<file path="src/rtl/riscv_pkg.sv">
// riscv_pkg: definitions shared by the fetch, decode and immediate-generation
// stages of the RISC-V core.
//   NOP_INSTR      : bubble word (addi x0,x0,0) placed in IF/ID on reset/flush
//   fetch_state_t  : fetch-stage controller states
//   OPC_*          : 7-bit major opcodes (instr[6:0]) used by decode / immgen
package riscv_pkg;

  localparam logic [31:0] NOP_INSTR = 32'h0000_0013;

  typedef enum logic [1:0] {
    S_IDLE = 2'd0,  // only right after reset
    S_REQ  = 2'd1,  // request driven to instruction memory
    S_WAIT = 2'd2,  // granted, response outstanding
    S_HOLD = 2'd3   // response arrived during a stall, parked
  } fetch_state_t;

  localparam logic [6:0] OPC_LUI    = 7'b011_0111;
  localparam logic [6:0] OPC_AUIPC  = 7'b001_0111;
  localparam logic [6:0] OPC_JAL    = 7'b110_1111;
  localparam logic [6:0] OPC_JALR   = 7'b110_0111;
  localparam logic [6:0] OPC_BRANCH = 7'b110_0011;
  localparam logic [6:0] OPC_LOAD   = 7'b000_0011;
  localparam logic [6:0] OPC_STORE  = 7'b010_0011;
  localparam logic [6:0] OPC_OP_IMM = 7'b001_0011;
  localparam logic [6:0] OPC_OP     = 7'b011_0011;
  localparam logic [6:0] OPC_SYSTEM = 7'b111_0011;

endpackage

</file>
<file path="src/rtl/fetch_stage.sv">
// fetch_stage: instruction-fetch stage. Owns the PC, issues one outstanding
// request at a time to instruction memory and drives the IF/ID register.
//
// Ports:
//   clk, rst_n       : clock (rising edge), synchronous active-low reset
//   stall            : hold IF/ID, do not accept new words
//   redirect         : taken branch/jump, flush IF/ID, restart at redirect_pc
//   redirect_pc      : new fetch target (low two bits ignored)
//   imem_req/addr    : fetch request and word address
//   imem_gnt         : memory accepts the request this cycle
//   imem_rvalid/rdata: response (never in the grant cycle)
//   if_id_pc/instr/valid : IF/ID pipeline register
//   dbg_state        : current controller state, for observation only
//
// Memory handshake: a request transfers on any cycle where imem_req and
// imem_gnt are both high; imem_req/imem_addr stay stable until then unless a
// redirect moves the PC. Exactly one response (imem_rvalid) follows each
// transfer, at least one cycle later. No new request is made until it arrives.
module fetch_stage
  import riscv_pkg::*;
#(
  parameter logic [31:0] RESET_PC = 32'h0000_0000
) (
  input  logic         clk,
  input  logic         rst_n,
  input  logic         stall,
  input  logic         redirect,
  input  logic [31:0]  redirect_pc,
  output logic         imem_req,
  output logic [31:0]  imem_addr,
  input  logic         imem_gnt,
  input  logic         imem_rvalid,
  input  logic [31:0]  imem_rdata,
  output logic [31:0]  if_id_pc,
  output logic [31:0]  if_id_instr,
  output logic         if_id_valid,
  output fetch_state_t dbg_state
);

  fetch_state_t state_q, state_d;
  logic [31:0]  pc_q, pc_d;
  logic         kill_q, kill_d;
  logic [31:0]  hold_q, hold_d;
  logic         req_q, req_d;
  logic [31:0]  if_id_pc_q, if_id_pc_d;
  logic [31:0]  if_id_instr_q, if_id_instr_d;
  logic         if_id_valid_q, if_id_valid_d;

  // Fetch targets are word aligned; the byte offset of redirect_pc is dropped.
  logic unused_redirect_lsbs;
  assign unused_redirect_lsbs = ^redirect_pc[1:0];

  always_comb begin
    state_d       = state_q;
    pc_d          = pc_q;
    kill_d        = kill_q;
    hold_d        = hold_q;
    if_id_pc_d    = if_id_pc_q;
    if_id_instr_d = if_id_instr_q;
    if_id_valid_d = if_id_valid_q;

    case (state_q)
      S_IDLE: state_d = S_REQ;

      S_REQ: begin
        if (imem_gnt) begin
          state_d = S_WAIT;
          // A grant coinciding with a redirect fetched the old path.
          kill_d  = redirect;
        end
      end

      S_WAIT: begin
        if (imem_rvalid) begin
          kill_d = 1'b0;
          if (kill_q || redirect) begin
            state_d = S_REQ;
          end else if (stall) begin
            hold_d  = imem_rdata;
            state_d = S_HOLD;
          end else begin
            if_id_pc_d    = pc_q;
            if_id_instr_d = imem_rdata;
            if_id_valid_d = 1'b1;
            pc_d          = pc_q + 32'd4;
            state_d       = S_REQ;
          end
        end else if (redirect) begin
          kill_d = 1'b1;
        end
      end

      S_HOLD: begin
        // pc_q still holds the address of the parked word.
        if (redirect) begin
          state_d = S_REQ;
        end else if (!stall) begin
          if_id_pc_d    = pc_q;
          if_id_instr_d = hold_q;
          if_id_valid_d = 1'b1;
          pc_d          = pc_q + 32'd4;
          state_d       = S_REQ;
        end
      end

      default: state_d = S_IDLE;
    endcase

    // Redirect overrides any PC advance and flushes IF/ID.
    if (redirect) begin
      pc_d          = {redirect_pc[31:2], 2'b00};
      if_id_instr_d = NOP_INSTR;
      if_id_valid_d = 1'b0;
    end

    req_d = (state_d == S_REQ);
  end

  always_ff @(posedge clk) begin
    if (!rst_n) begin
      state_q       <= S_IDLE;
      pc_q          <= RESET_PC;
      kill_q        <= 1'b0;
      hold_q        <= NOP_INSTR;
      req_q         <= 1'b0;
      if_id_pc_q    <= 32'h0000_0000;
      if_id_instr_q <= NOP_INSTR;
      if_id_valid_q <= 1'b0;
    end else begin
      state_q       <= state_d;
      pc_q          <= pc_d;
      kill_q        <= kill_d;
      hold_q        <= hold_d;
      req_q         <= req_d;
      if_id_pc_q    <= if_id_pc_d;
      if_id_instr_q <= if_id_instr_d;
      if_id_valid_q <= if_id_valid_d;
    end
  end

  assign imem_req    = req_q;
  assign imem_addr   = pc_q;
  assign if_id_pc    = if_id_pc_q;
  assign if_id_instr = if_id_instr_q;
  assign if_id_valid = if_id_valid_q;
  assign dbg_state   = state_q;

endmodule

</file>
<file path="config.mk">
export PLATFORM = sky130hd
export DESIGN_NAME = fetch_stage
export DESIGN_NICKNAME = d
export VERILOG_FILES = /design/src/rtl/riscv_pkg.sv /design/src/rtl/fetch_stage.sv
export SDC_FILE = /design/constraint.sdc
export NUM_CORES = 1
export LEC_CHECK = 0
export CELL_PAD_IN_SITES_DETAIL_PLACEMENT = 0
export CELL_PAD_IN_SITES_GLOBAL_PLACEMENT = 1
export CORE_MARGIN = 10
export CORE_UTILIZATION = 30
export DETAILED_ROUTE_END_ITERATION = 8
export PLACE_DENSITY = 0.8
export SLEW_MARGIN = 20
export SYNTH_ARGS = -nofsm -noshare
export SYNTH_HDL_FRONTEND = slang
export SYNTH_SLANG_ARGS = --single-unit
</file>
<file path="constraint.sdc">
create_clock -name clk -period 2.25 [get_ports clk]
set_input_delay 0.675 -clock clk [delete_from_list [all_inputs] [get_ports clk]]
set_output_delay 0.675 -clock clk [all_outputs]
set_load 0.03 [all_outputs]
</file>
==> metrics.txt, run 1 <==
# setup viols final 0; total gr overflow 0; Clock Tree Buf Depth 2; CTS root buf clkbuf_16; largest net degree at the start of global routing between 40 and 50; Final Net Count 955; via count around 5,500; post-synthesis sequential area ratio 0.480; worst path bufs/invs 1; Rows 48; Crit path largest cell delay around 0.70 ns; Worst-Skew Late Latency 0.42 ns; most frequent cells after synthesis 172 x nand2_1, 129 x dfxtp_1, 79 x a21oi_1; worst path arrival time between 1 and 1.5 ns; crit-path cells clkdlybuf4s50_1; H-tree depth reported by CTS 4; total track usage 0.154; Post-Place Setup Slack -0.541 ns; Final Hold Fails 0; routability congestion estimate around 0.8; Period minus WS final between 2 and 2.5 ns; overall power about 5.8 mW; layout cells sized above 1 0.130; drt pass-1 iters 4; RSZ-0062 raised after global routing no; Core ar. between 15,000 and 20,000 um2; Die Ht ~150 um; CP Data Required Time roughly 1.6 ns; most frequent cell after synthesis nand2_1; Finished Core Util 0.482; Peak VDD IR around 0.54 mV; initial core utilization 0.309; Reg clk slew, reported paths around 0.060 ns; crit path capture type output pin; number of synthesized register bits ~130; # IOs 170; Synth area leader dfxtp_1; Slew Limit Fails 0; dpl hpwl roughly 13 mm; Distinct cells, synth 36; die width 154 um; Lkg Pwr around 3.1 nW; # fillers around 1,700; Fmax achieved approximately 460 MHz; first-pass GRT wire length 29.7 mm; hold_buf cts 0; DR vias/cell 4.85; HP Class flop to flop; critical path class flop to output pin; Worst setup SP type flop; cell area after synthesis ~5400 um2; TritonCTS clock tree built; routed length per instance approximately 17 um; outcome completed; Clock Skew 0.0124 ns; CP max stage cell clkdlybuf4s50_1; Top FF cell, synth dfxtp_1; Synth top area share 0.480; Post-Syn Area per Cell approximately 7.8 um2; EDFF count, synth 0; detailed router's first-iteration violation count roughly 320; Num CTS Buffers 17; cell family with most CP delay buffers and inverters; cells after synthesis between 600 and 700; overall routed net length 19.0 mm; pwr dens a little under 700 nW/um2; # clock sinks ~130; number of global-route vias before repair 5,428; Final ANT Viol Nets 0; final worst-path setup slack about 0.081 ns; Synth area leaders dfxtp_1 48%, nand2_1 12%, a21oi_1 7.3%; Post-synth ARST share 0; critical path fanouts, max 4; max-cap viol count 0; DRC viols 0; crit share post-route 0.964; Buffers on Ports ~160; Layout area overhead 55.8%; YS warnings 0; die area 23,700 um2; antenna violations before repair 2; setup_tns 0 ns
## metal layers
layer,GRT usage,share of wire
met5,0,0
met2,0.243,0.46
met1,0.194,0.45
met4,0.0540,0.013
met3,0.0483,0.072
## placed cells by master, fill, tap and decap left out, drive strengths merged, types with 4 or more instances in the layout
cell type / count
a21oi: 79
a311oi: 29
clkinv: 6
dlygate4sd2: 13
nand2: 173
o2111ai: 5
a31oi: 5
nand4: 5
conb: 4
dlymetal6s2s: 12
o21ai: 32
mux2i: 7
dfxtp: 129
nand3: 42
nor4: 6
clkdlybuf4s50: 136
buf: 67
and3: 8
inv: 5
clkbuf: 25
nor3: 8
xnor2: 25
nor2: 51
## sequential cells by signal (all words and copies together), names as in the netlist
signal / cells
hold_q: 32
if_id_instr: 32
if_id_pc: 30
imem_addr: 30
dbg_state: 2
if_id_valid: 1
imem_req: 1
kill_q: 1
## report_power, final
| group | leakage [nW] | internal (mW) | switching (mW) | total, mW |
|---|---|---|---|---|
| Clock | 0.275 | 1.63 | 1.04 | 2.67 |
| Sequential | 1.05 | 2.34 | 0.0394 | 2.38 |
| Combinational | 1.82 | 0.318 | 0.391 | 0.709 |
## metrics by stage
stage | instance area, um2 | hold WS, ns | cells
6_report | 8390 | 0.452 | 1124
4_1_cts | 8250 | 0.454 | 1119
5_1_grt | 8390 | 0.471 | 1123
2_1_floorplan | 5400 | 0.437 | 691
3_5_place_dp | 7690 | 0.446 | 1087
3_3_place_gp | 7690 | 0.442 | 1087
## worst paths after layout
kind	slack [ns]	startpoint	cells past startpoint	endpoint
setup / recovery	0.08	imem_addr[28]$_SDFFE_PN0P_	1	imem_addr[28]
hold / removal	0.45	if_id_pc[16]$_SDFFE_PN0P_	2	if_id_pc[16]$_SDFFE_PN0P_
setup reg to reg	0.30	imem_addr[18]$_SDFFE_PN0P_	5	imem_addr[31]$_SDFFE_PN0P_
hold reg to reg	0.45	if_id_pc[16]$_SDFFE_PN0P_	2	if_id_pc[16]$_SDFFE_PN0P_
## cell type report
class	instances	area (um2)	share of cell area
inverters	6	22.5	0.00268
repair buffers	230	2310	0.275
clock inverters	9	81.3	0.00969
clock buffers	23	488	0.0582
multi-input cells	500	2620	0.312
flip-flops and latches	129	2590	0.308
diodes	2	5.00	0.000596
well taps	225	282	0.0336
## worst min-delay path, cell delays in order (launching register included)
cell and delay [ns]:
dfxtp_1 0.31, nand2_1 0.05, a21oi_1 0.05
## what timing repair did
item                       4_1_cts  5_1_grt
resized for setup               14       21
cloned                           0        2
pin swaps                        0        6
setup endpoints to repair       17       40
setup buffers                    0        1
## kinds of logic after synthesis
logic type,count (synthesis),synth area share
DFF,129,0.480
other,1,0.000697
buffers and inverters,62,0.0465
and+or+nand+nor,310,0.249
adders and majority gates,1,0.00232
AOI/OAI and AO/OA,153,0.168
xor gates and xnor gates,25,0.0407
muxes,7,0.0130
Note: power is estimated with default switching activity, not from simulation.
==> run 2, diff against run 1 <==
==> constraint.sdc (replaced) <==
create_clock -name clk -period 1.9 [get_ports clk]
set_input_delay 0.57 -clock clk [delete_from_list [all_inputs] [get_ports clk]]
set_output_delay 0.57 -clock clk [all_outputs]
set_load 0.03 [all_outputs]
==> run 2 against run 1 <==
Net effect:
- the run now ends with setup timing left
- critical endpoint is now imem_addr[31]$_SDFFE_PN0P_
- highest routed layer unchanged
- worst setup slack got worse by 0.095 ns
- non-clock buffer count rose by 26
- combinational power rose by 25%
- global-route usage rose by 0.084 points
- clock power rose by 21%
- final cell count rose by 2.0%
- clock skew fell by 0.0058 ns
- core utilization rose by 1.3 points
- sequential power rose by 18%
- critical path type is now primary input to flop
- routed wire length rose by 2.8%
==> metrics.txt, run 2 (synthesis results as in run 1) <==
Num CTS Buffers 17; crit share post-route 1.01; Placed Cells about 1,100; Fmax achieved around 520 MHz; CP Data Required Time approximately 2.3 ns; Post-Place Setup Slack -0.777 ns; Final Net Count between 900 and 1,000; Clock Tree Buf Depth 2; first-pass GRT wire length 29.7 mm; TritonCTS clock tree built; final worst-path setup slack -0.0146 ns; total track usage 0.155; Post-Layout Cell Count around 1,100; Peak VDD IR around 0.64 mV; failing checks setup timing; outcome finished with violations; antenna violations before repair 1; Multi-input gate area approximately 2700 um2; Register Area about 2600 um2; number of global-route vias before repair ~5,500; Die Ht approximately 150 um; Core ar. ~17,000 um2; pwr dens roughly 800 nW/um2; overall routed net length a little under 20 mm; worst path arrival time approximately 2.3 ns; Final ANT Viol Nets 0; Lkg Pwr about 3.5 nW; # setup viols final 1; routed length per instance 17.1 um; Slew Limit Fails 0; # clock sinks 129; total gr overflow 0; detailed router's first-iteration violation count approximately 330; die area about 24,000 um2; Reg clk slew, reported paths approximately 0.06 ns; HP Class flop to flop; die width between 150 and 200 um; most frequent cells in the layout 172 x nand2_1, 112 x dfxtp_1, 86 x dlygate4sd2_1; Clock Skew around 0.0066 ns; crit path capture type flop; Buffers on Ports roughly 160; via count between 5,000 and 6,000; drt pass-1 iters 6; CTS root buf clkbuf_16; max-cap viol count 0; H-tree depth reported by CTS 4; DRC viols 0; initial core utilization 0.309; hold_buf cts 0; layout cells sized above 1 0.183; critical path class primary input to flop; Finished Core Util 0.494; Worst setup SP type primary input; critical path fanouts, max 6; largest net degree at the start of global routing 44; # IOs 170; dpl hpwl 13.4 mm; commonest non-fill, non-tap cell in the layout nand2_1; Final Hold Fails 0; DR vias/cell about 4.9; RSZ-0062 raised after global routing yes; Rows 48; # fillers between 1,500 and 2,000; Period minus WS final between 1.5 and 2 ns; Worst-Skew Late Latency 0.42 ns; Layout area overhead 59.9%; routability congestion estimate between 0.8 and 0.9
-- run 2: changes by cell type in the layout (fill, tap and decap cells not counted), moves of 4 or more --
cell             before  now
dlygate4sd2_1        13   86
clkdlybuf4s50_1     136   65
buf_4                56   75
dfxtp_1             126  112
dfxtp_2               3   17
dlymetal6s2s_1       12    0
a311oi_1             29   22
a311oi_2              0    7
clkdlybuf4s15_1       0    6
clkbuf_2              0    4
-- run 2: worst max-delay path: stages --
cell,delay (ns)
clkdlybuf4s15_1,0.19
nor2b_4,0.18
o2111ai_4,0.14
or4_4,0.55
or4_1,0.49
a31oi_1,0.13
-- run 2: path summary, 6_finish.rpt --
kind,cells after the start,slack [ns],to,startpoint
hold reg to reg,2,0.45,if_id_pc[17]$_SDFFE_PN0P_,if_id_pc[17]$_SDFFE_PN0P_
setup reg to reg,5,0,imem_addr[31]$_SDFFE_PN0P_,imem_addr[18]$_SDFFE_PN0P_
hold / removal,2,0.45,if_id_pc[17]$_SDFFE_PN0P_,if_id_pc[17]$_SDFFE_PN0P_
setup / recovery,6,-0.01,imem_addr[31]$_SDFFE_PN0P_,imem_rvalid
-- run 2: timing repair --
action / CTS / global route
pin swaps: 4 / 8
endpoints found under the setup margin: 155 / 60
setup buffers: 3 / 2
gates cloned: 0 / 4
gates resized for setup: 108 / 33
-- run 2: per-stage QoR --
stage               area (um2)  setup TNS (ns)  hold WS [ns]  power, mW
CTS                       8390               0         0.450       6.95
global route              8610          -0.175         0.464       7.19
global placement          7880          -48.75         0.440       3.76
finish                    8610         -0.0146         0.446       6.93
floorplan                 5430           -3.57         0.437       3.27
detailed placement        7880          -51.66         0.445       3.76
-- run 2: cell type report --
type                            instances  share of cell area
Multi-Input combinational cell        500               0.314
Clock inverter                          5             0.00901
Tap cell                              225              0.0327
Inverter                                6             0.00262
Timing Repair Buffer                  256               0.282
Antenna cell                            1            0.000291
Clock buffer                           25              0.0575
Sequential cell                       129               0.302
-- run 2: power breakdown --
part           leakage (nW)  internal [mW]  switching [mW]
combinational          2.14          0.395           0.493
sequential             1.05           2.78          0.0403
clock                 0.279           2.05            1.17
total                  3.47           5.22            1.70
-- run 2: routing by layer --
metal	routed length, um	vias up	part of all wire	track usage
met3	1310	18	0.067	0.0533
met5	0	-	0	0
met4	207	0	0.011	0.0508
met2	9280	159	0.47	0.251
met1	8800	2638	0.45	0.187
li1	-	2816	-	-
